$ cat config.mk
export PLATFORM = sky130hd
export DESIGN_NAME = uart_tx_arbiter_flat
export DESIGN_NICKNAME = d
export VERILOG_FILES = /design/src/rtl/uart_tx_arbiter_if.sv /design/src/rtl/uart_tx_arbiter.sv /design/src/flat_wrapper.sv
export SDC_FILE = /design/constraint.sdc
export NUM_CORES = 1
export LEC_CHECK = 0
export ABC_AREA = 1
export CAP_MARGIN = 0
export CORE_MARGIN = 3
export CORE_UTILIZATION = 67
export DETAILED_ROUTE_END_ITERATION = 10
export DONT_BUFFER_PORTS = 1
export PLACE_DENSITY = 0.8
export SLEW_MARGIN = 25
export SYNTH_ARGS = -nofsm -noshare
export SYNTH_HDL_FRONTEND = slang
export SYNTH_SLANG_ARGS = --single-unit
export TNS_END_PERCENT = 10
$ cat constraint.sdc
create_clock -name clk -period 2.9 [get_ports clk]
set_clock_uncertainty 0.1 [all_clocks]
set_input_delay 0.29 -clock clk [delete_from_list [all_inputs] [get_ports clk]]
set_output_delay 0.29 -clock clk [all_outputs]
set_load 0.01 [all_outputs]
$ cat src/rtl/uart_tx_arbiter_if.sv
// Bus between the byte requesters / uart_tx pair and uart_tx_arbiter.
// The slave modport is the arbiter's view; master is the environment's view.
interface uart_tx_arbiter_if #(
  parameter int NUM_REQ = 4
);
  localparam int GW = $clog2(NUM_REQ);

  logic [NUM_REQ-1:0]   req_valid;
  logic [NUM_REQ*8-1:0] req_data;
  logic [NUM_REQ-1:0]   req_lock;
  logic [NUM_REQ-1:0]   req_ready;
  logic [7:0]           uart_data_in;
  logic                 uart_transmit;
  logic                 uart_busy;
  logic [GW-1:0]        grant_id;
  logic                 active;
  logic                 timeout_err;

  modport master (
    output req_valid, req_data, req_lock, uart_busy,
    input  req_ready, uart_data_in, uart_transmit, grant_id, active, timeout_err
  );

  modport slave (
    input  req_valid, req_data, req_lock, uart_busy,
    output req_ready, uart_data_in, uart_transmit, grant_id, active, timeout_err
  );
endinterface

$ cat src/rtl/uart_tx_arbiter.sv
// Round-robin arbiter sharing one uart_tx between NUM_REQ byte producers,
// with per-requester lock and a timeout on the UART's busy acknowledge.

module uart_tx_arbiter_chk #(
  parameter int NUM_REQ = 4
) (
  input logic               clk,
  input logic               rst_n,
  input logic [NUM_REQ-1:0] req_ready,
  input logic               uart_busy,
  input logic               uart_transmit,
  input logic               timeout_err
);
  a_ready_onehot : assert property (@(posedge clk) disable iff (!rst_n)
    $onehot0(req_ready));

  a_ready_not_busy : assert property (@(posedge clk) disable iff (!rst_n)
    (req_ready != '0) |-> !uart_busy);

  a_transmit_pulse : assert property (@(posedge clk) disable iff (!rst_n)
    uart_transmit |=> !uart_transmit);

  a_timeout_pulse : assert property (@(posedge clk) disable iff (!rst_n)
    timeout_err |=> !timeout_err);
endmodule

module uart_tx_arbiter #(
  parameter int NUM_REQ      = 4,
  parameter int BUSY_TIMEOUT = 16
) (
  input logic              clk,
  input logic              rst_n,
  uart_tx_arbiter_if.slave bus
);
  localparam int GW = $clog2(NUM_REQ);
  localparam int CW = $clog2(BUSY_TIMEOUT + 1);
  localparam logic [GW-1:0] GRANT_RST = GW'(NUM_REQ - 1);
  localparam logic [CW-1:0] CNT_MAX   = CW'(BUSY_TIMEOUT);

  typedef enum logic [1:0] {
    IDLE      = 2'd0,
    ISSUE     = 2'd1,
    WAIT_BUSY = 2'd2,
    WAIT_DONE = 2'd3
  } state_t;

  state_t              state_r;
  state_t              state_nxt_s;
  logic [GW-1:0]       grant_r;
  logic [7:0]          data_r;
  logic                transmit_r;
  logic                active_r;
  logic                timeout_r;
  logic [CW-1:0]       cnt_r;

  logic [CW-1:0]       cnt_nxt_s;
  logic                transmit_nxt_s;
  logic                active_nxt_s;
  logic                timeout_nxt_s;
  logic [GW-1:0]       sel_idx_s;
  logic                sel_found_s;
  logic [GW-1:0]       cand_s;
  logic [7:0]          sel_byte_s;
  logic                accept_s;
  logic [NUM_REQ-1:0]  ready_s;

  // Winner selection: a locked, still-valid owner keeps the grant, else first valid after it.
  always_comb begin
    sel_idx_s   = grant_r;
    sel_found_s = 1'b0;
    cand_s      = grant_r;
    if (bus.req_lock[grant_r] && bus.req_valid[grant_r]) begin
      sel_found_s = 1'b1;
    end else begin
      for (int k = 1; k <= NUM_REQ; k++) begin
        cand_s = GW'((int'(grant_r) + k) % NUM_REQ);
        if (!sel_found_s && bus.req_valid[cand_s]) begin
          sel_found_s = 1'b1;
          sel_idx_s   = cand_s;
        end else begin
          sel_found_s = sel_found_s;
        end
      end
    end
  end

  // Handshake decode and byte mux; accept is held off during reset so no ready leaks out.
  always_comb begin
    accept_s   = rst_n && (state_r == IDLE) && !bus.uart_busy && sel_found_s;
    ready_s    = '0;
    sel_byte_s = 8'h00;
    for (int i = 0; i < NUM_REQ; i++) begin
      ready_s[i] = accept_s && (sel_idx_s == GW'(i));
      sel_byte_s = sel_byte_s | (bus.req_data[i*8 +: 8] & {8{sel_idx_s == GW'(i)}});
    end
  end

  // Next state and next values of the registered outputs.
  always_comb begin
    state_nxt_s    = state_r;
    cnt_nxt_s      = {CW{1'b0}};
    transmit_nxt_s = 1'b0;
    case (state_r)
      IDLE: begin
        if (accept_s) begin
          state_nxt_s    = ISSUE;
          transmit_nxt_s = 1'b1;
        end else begin
          state_nxt_s = IDLE;
        end
      end
      ISSUE: begin
        state_nxt_s = WAIT_BUSY;
      end
      WAIT_BUSY: begin
        // Timeout wins over a late busy rise: the counter already hit the limit.
        if (cnt_r == CNT_MAX) begin
          state_nxt_s = IDLE;
        end else if (bus.uart_busy) begin
          state_nxt_s = WAIT_DONE;
          cnt_nxt_s   = cnt_r;
        end else begin
          state_nxt_s = WAIT_BUSY;
          cnt_nxt_s   = cnt_r + CW'(1);
        end
      end
      WAIT_DONE: begin
        if (!bus.uart_busy) begin
          state_nxt_s = IDLE;
        end else begin
          state_nxt_s = WAIT_DONE;
        end
      end
      default: begin
        state_nxt_s = IDLE;
      end
    endcase
    active_nxt_s  = (state_nxt_s != IDLE);
    timeout_nxt_s = (state_nxt_s == WAIT_BUSY) && (cnt_nxt_s == CNT_MAX);
  end

  // State, counter and output registers.
  always_ff @(posedge clk) begin
    if (!rst_n) begin
      state_r    <= IDLE;
      cnt_r      <= {CW{1'b0}};
      grant_r    <= GRANT_RST;
      data_r     <= 8'h00;
      transmit_r <= 1'b0;
      active_r   <= 1'b0;
      timeout_r  <= 1'b0;
    end else begin
      state_r    <= state_nxt_s;
      cnt_r      <= cnt_nxt_s;
      transmit_r <= transmit_nxt_s;
      active_r   <= active_nxt_s;
      timeout_r  <= timeout_nxt_s;
      if (accept_s) begin
        grant_r <= sel_idx_s;
        data_r  <= sel_byte_s;
      end
    end
  end

  assign bus.req_ready     = ready_s;
  assign bus.uart_data_in  = data_r;
  assign bus.uart_transmit = transmit_r;
  assign bus.grant_id      = grant_r;
  assign bus.active        = active_r;
  assign bus.timeout_err   = timeout_r;

  uart_tx_arbiter_chk #(.NUM_REQ(NUM_REQ)) u_chk (
    .clk           (clk),
    .rst_n         (rst_n),
    .req_ready     (ready_s),
    .uart_busy     (bus.uart_busy),
    .uart_transmit (transmit_r),
    .timeout_err   (timeout_r)
  );
endmodule

$ cat src/flat_wrapper.sv
// flat-port wrapper written by rule: the top's interface ports become plain ports
module uart_tx_arbiter_flat 
#(
  parameter int NUM_REQ      = 4,
  parameter int BUSY_TIMEOUT = 16
)
  (clk, rst_n, bus_req_valid, bus_req_data, bus_req_lock, bus_uart_busy, bus_req_ready, bus_uart_data_in, bus_uart_transmit, bus_grant_id, bus_active, bus_timeout_err);
  uart_tx_arbiter_if #(.NUM_REQ(NUM_REQ)) bus_i ();
  input logic clk;
  input logic rst_n;
  input wire logic [$bits(bus_i.req_valid)-1:0] bus_req_valid;
  input wire logic [$bits(bus_i.req_data)-1:0] bus_req_data;
  input wire logic [$bits(bus_i.req_lock)-1:0] bus_req_lock;
  input wire logic [$bits(bus_i.uart_busy)-1:0] bus_uart_busy;
  output wire logic [$bits(bus_i.req_ready)-1:0] bus_req_ready;
  output wire logic [$bits(bus_i.uart_data_in)-1:0] bus_uart_data_in;
  output wire logic [$bits(bus_i.uart_transmit)-1:0] bus_uart_transmit;
  output wire logic [$bits(bus_i.grant_id)-1:0] bus_grant_id;
  output wire logic [$bits(bus_i.active)-1:0] bus_active;
  output wire logic [$bits(bus_i.timeout_err)-1:0] bus_timeout_err;
  assign bus_i.req_valid = bus_req_valid;
  assign bus_i.req_data = bus_req_data;
  assign bus_i.req_lock = bus_req_lock;
  assign bus_i.uart_busy = bus_uart_busy;
  assign bus_req_ready = bus_i.req_ready;
  assign bus_uart_data_in = bus_i.uart_data_in;
  assign bus_uart_transmit = bus_i.uart_transmit;
  assign bus_grant_id = bus_i.grant_id;
  assign bus_active = bus_i.active;
  assign bus_timeout_err = bus_i.timeout_err;
  uart_tx_arbiter #(.NUM_REQ(NUM_REQ), .BUSY_TIMEOUT(BUSY_TIMEOUT)) u_core (.clk(clk), .rst_n(rst_n), .bus(bus_i));
endmodule
==> metrics.txt <==
# TYPE chip_impl_metric gauge
chip_impl_metric{name="wire_length_of_the_first_global_routing_pass",unit="mm"} 5.86
chip_impl_info{name="cts-root-buf",value="sky130_fd_sc_hd__clkbuf_4"} 1
chip_impl_metric{name="insertedDiodeCount",unit=""} 0
chip_impl_metric{name="report.final.setup_viol",unit=""} 0
chip_impl_metric{name="crit_arrival",unit="ps"} 2260
chip_impl_metric{name="drt_first_pass_iters",unit=""} 5
chip_impl_info{name="worst_r2r_endpoint",value="u_core.bus.uart_data_in[1]"} 1
chip_impl_metric{name="postRouteAntennaNets",unit=""} 0
chip_impl_info{name="worstReg2RegStart",value="u_core.bus.grant_id[0]"} 1
chip_impl_metric{name="antenna_violations_before_repair",unit=""} 0
chip_impl_metric{name="critPathRequiredTime",unit="ps"} 2510
chip_impl_metric{name="chipHeight",unit="µm"} 53.3
chip_impl_info{name="cell_chain_critical_path",value="buf_4 -> nand2_2 -> nand2_2 -> nor2_1 -> a31oi_4 -> inv_1 -> nand3_1 -> nand4_2 -> inv_2 -> nand2_1 -> nor2_1"} 1
chip_impl_info{name="worst-setup-path-type",value="reg2out"} 1
chip_impl_metric{name="ys_seq_elements",unit=""} 20
chip_impl_metric{name="clock.fmax",unit="GHz"} 0.377
chip_impl_metric{name="critical_path.max_stage_delay",unit="ps"} 370
chip_impl_metric{name="final_wirelength",unit="mm"} 3.53
chip_impl_info{name="rsz0062_at_grt",value="no"} 1
chip_impl_info{name="min_to",value="u_core.bus.uart_data_in[4]"} 1
chip_impl_metric{name="min_period_over_period",unit="%"} 91.4
chip_impl_metric{name="grt_start_max_net_pins",unit=""} 20
chip_impl_metric{name="p_comb_share",unit="%"} 71.7
chip_impl_metric{name="final_design_instance_area_without_fill",unit="µm²"} 1500
chip_impl_metric{name="cap_violations",unit=""} 0
chip_impl_metric{name="tns",unit="ps"} 0
chip_impl_metric{name="total_of_warnings_raised_by_yosys",unit=""} 0
chip_impl_metric{name="clkSinkCount",unit=""} 20
chip_impl_metric{name="portBuffers",unit=""} 0
chip_impl_metric{name="place_worst_setup_slack",unit="ps"} 579
chip_impl_metric{name="wire_per_inst",unit="µm"} 13.5
chip_impl_info{name="end_kind",value="primary output"} 1
chip_impl_metric{name="fp.coreArea",unit="µm²"} 2040
chip_impl_metric{name="worst_setup_hold_path_clk_slew",unit="ps"} 100
chip_impl_metric{name="globalplace.congestion",unit=""} 0.898
chip_impl_metric{name="slew_at_the_pin_with_the_worst_max_slew_slack",unit="ps"} 390
chip_impl_metric{name="synth_cells",unit=""} 239
chip_impl_metric{name="worst_max_slew_margin_expressed_relative_to_the_limit",unit="%"} 73.8
chip_impl_metric{name="netSwitchingFraction",unit="%"} 57.2
chip_impl_metric{name="worst_hold_slack",unit="ps"} 26.8
chip_impl_metric{name="cellInternalPower",unit="mW"} 0.744
chip_impl_metric{name="sequential_power_share",unit="%"} 21.1
chip_impl_metric{name="clock_tree.htree_level_count",unit=""} 1
chip_impl_metric{name="vdd_ir_drop_max",unit="V"} 0.00109
chip_impl_metric{name="powerDensity",unit="nW/µm²"} 1160
chip_impl_metric{name="final_layout_size_suffix_gt1_share",unit="%"} 11.9
chip_impl_metric{name="final-hold-violation-count",unit=""} 0
chip_impl_metric{name="placed_inst_area",unit="µm²"} 1470
chip_impl_metric{name="detailroute.via_count",unit=""} 1536
chip_impl_metric{name="vias_in_the_first_global_route",unit=""} 1432
chip_impl_metric{name="detailed_place_hpwl",unit="mm"} 2.81
chip_impl_metric{name="cellLeakagePower",unit="nW"} 0.688
chip_impl_metric{name="final_net_count",unit=""} 282
chip_impl_metric{name="hold_fix_buffers_at_cts",unit=""} 0
chip_impl_metric{name="initial_core_util",unit="%"} 73.3
chip_impl_metric{name="clock_power_share",unit="%"} 7.2
chip_impl_metric{name="cts_inserted_buffers",unit=""} 3
chip_impl_metric{name="reg2regPathDepth",unit=""} 14
chip_impl_metric{name="grtUsageTotal",unit="%"} 27.4
chip_impl_metric{name="synth_sequential_area_ratio",unit="%"} 26.8
chip_impl_metric{name="ios",unit=""} 60
chip_impl_metric{name="timing.final.crit_period",unit="ps"} 2650
chip_impl_metric{name="final_max_slew_viol_count",unit=""} 0
chip_impl_metric{name="synthesis.nets",unit=""} 284
chip_impl_metric{name="worst-path-max-fanout",unit=""} 19
chip_impl_metric{name="yosysUniqueCellTypes",unit=""} 27
chip_impl_metric{name="setup_slack",unit="ps"} 251
chip_impl_info{name="tritoncts",value="built"} 1
chip_impl_metric{name="grt_overflow_total",unit=""} 0
chip_impl_metric{name="hold-path-cell-count",unit=""} 2
chip_impl_metric{name="clock_latency_at_the_later_pin_of_the_worst_skew_pair",unit="ps"} 290
chip_impl_metric{name="final_core_utilization",unit="%"} 73.3
chip_impl_metric{name="net-switching-power",unit="mW"} 0.995
chip_impl_info{name="worstSetupStartpointType",value="flop"} 1
chip_impl_metric{name="cts.path.max_buffers",unit=""} 2
chip_impl_info{name="timing.hold.worst.start",value="rst_n"} 1
chip_impl_info{name="outcome",value="finished clean"} 1
chip_impl_metric{name="dr_iter_0_viols",unit=""} 40
chip_impl_metric{name="areaGrowthSynthToFinish",unit="%"} 0.000334
chip_impl_metric{name="post_cts_resize_count",unit=""} 0
chip_impl_metric{name="area_of_the_mapped_netlist",unit="µm²"} 1500
chip_impl_metric{name="dieArea",unit="µm²"} 2840
chip_impl_metric{name="placement_rows",unit=""} 16
chip_impl_metric{name="cts_post_setup_buffers_inserted",unit=""} 0
chip_impl_info{name="crit_slowest_cell",value="sky130_fd_sc_hd__dfxtp_1"} 1
chip_impl_metric{name="setup.reg_to_reg.worst_slack",unit="ps"} 660
chip_impl_metric{name="synth.avg_cell_area",unit="µm²"} 6.26
chip_impl_metric{name="drt-vias-per-instance",unit=""} 5.86
chip_impl_metric{name="drc",unit=""} 0
chip_impl_info{name="hold_class",value="in2reg"} 1
chip_impl_metric{name="die_w",unit="µm"} 53.3
[worst max-delay path by stage]
stage	cells past startpoint	to	start
global route	11	bus_req_ready[1]	u_core.bus.grant_id[0]
floorplan	12	bus_req_ready[1]	u_core.bus.grant_id[0]
finish	11	bus_req_ready[1]	u_core.bus.grant_id[0]
CTS	11	bus_req_ready[1]	u_core.bus.grant_id[0]
global placement	11	bus_req_ready[1]	u_core.bus.grant_id[0]
detailed placement	11	bus_req_ready[1]	u_core.bus.grant_id[0]
[kinds of logic (layout without fill, tap and decap cells)]
kind of cell,Yosys count,in the layout,synth area share (%)
AO/OA/AOI/OAI,23,23,9.87
XOR/XNOR,1,1,0.585
adder cells (fa/ha/maj),2,2,1.67
buffers and inverters,30,26,10.0
flip-flops,20,20,26.8
AND/OR/NAND/NOR,163,163,51.1
[power groups by stage]
stage | clock (mW) | sequential, mW | combinational (mW)
2_1_floorplan | 0 | 0.371 | 1.14
3_3_place_gp | 0 | 0.371 | 1.19
3_5_place_dp | 0 | 0.374 | 1.24
4_1_cts | 0.128 | 0.368 | 1.25
5_1_grt | 0.138 | 0.373 | 1.41
6_report | 0.125 | 0.367 | 1.25
[critical path: cells and delay by family, from the launching register on]
kind,cells,cell delay [ps]
simple gates,7,850
buf+inv,3,530
flops,1,370
compound gates,1,210
[per-stage QoR]
| step | std cells | total power [mW] |
|---|---|---|
| global placement | 259 | 1.56 |
| floorplan | 239 | 1.51 |
| global route | 262 | 1.92 |
| CTS | 262 | 1.74 |
| detailed placement | 259 | 1.61 |
| finish | 262 | 1.74 |
[cells in the mapped netlist (all sizes together)]
| library cell | number | area, µm² |
|---|---|---|
| inv | 21 | 78.8 |
| buf | 8 | 67.6 |
| nor4 | 1 | 6.26 |
| o21a | 1 | 7.51 |
| nand4 | 3 | 25.0 |
| nand3 | 48 | 245 |
| a31oi | 1 | 21.3 |
| a21oi | 8 | 51.3 |
| dfxtp | 20 | 400 |
| o21ai | 12 | 60.1 |
| o211ai | 1 | 7.51 |
| nor2 | 34 | 145 |
| nor3 | 3 | 15.0 |
| nand2 | 74 | 328 |
| ha | 2 | 25.0 |
| clkbuf | 1 | 3.75 |
| xor2 | 1 | 8.76 |
[cells in the final DEF, fill, tap and decap left out, drive strengths merged]
cell type   n
nand3      48
nand4       3
o211ai      1
dfxtp      20
nand2      74
clkbuf      3
nor4        1
o21a        1
a21oi       8
a31oi       1
nor3        3
buf         2
o21ai      12
xor2        1
ha          2
inv        21
nor2       34
[state kept, by name, summed over array words and instances, names as in the netlist]
register	count
u_core.bus.grant_id	2
u_core.state_r	2
u_core.bus.timeout_err	1
u_core.cnt_r	5
u_core.bus.uart_transmit	1
u_core.bus.uart_data_in	8
u_core.bus.active	1
[routing by layer]
| metal | track usage, % | up-vias | wire length, µm |
|---|---|---|---|
| li1 | - | 774 | - |
| met1 | 32.2 | 685 | 1400 |
| met2 | 47.8 | 71 | 1710 |
| met3 | 8.45 | 6 | 364 |
| met4 | 6.81 | 0 | 58 |
| met5 | 0 | - | 0 |
[cell type report]
class	instances	area [µm²]
multi-input combinational	189	946
tap	27	33.8
sequential	20	400
inverter	21	78.8
timing repair buffer	2	15.0
clock buffer	3	22.5
fill	189	546
Power figures use the tool's default switching activity.
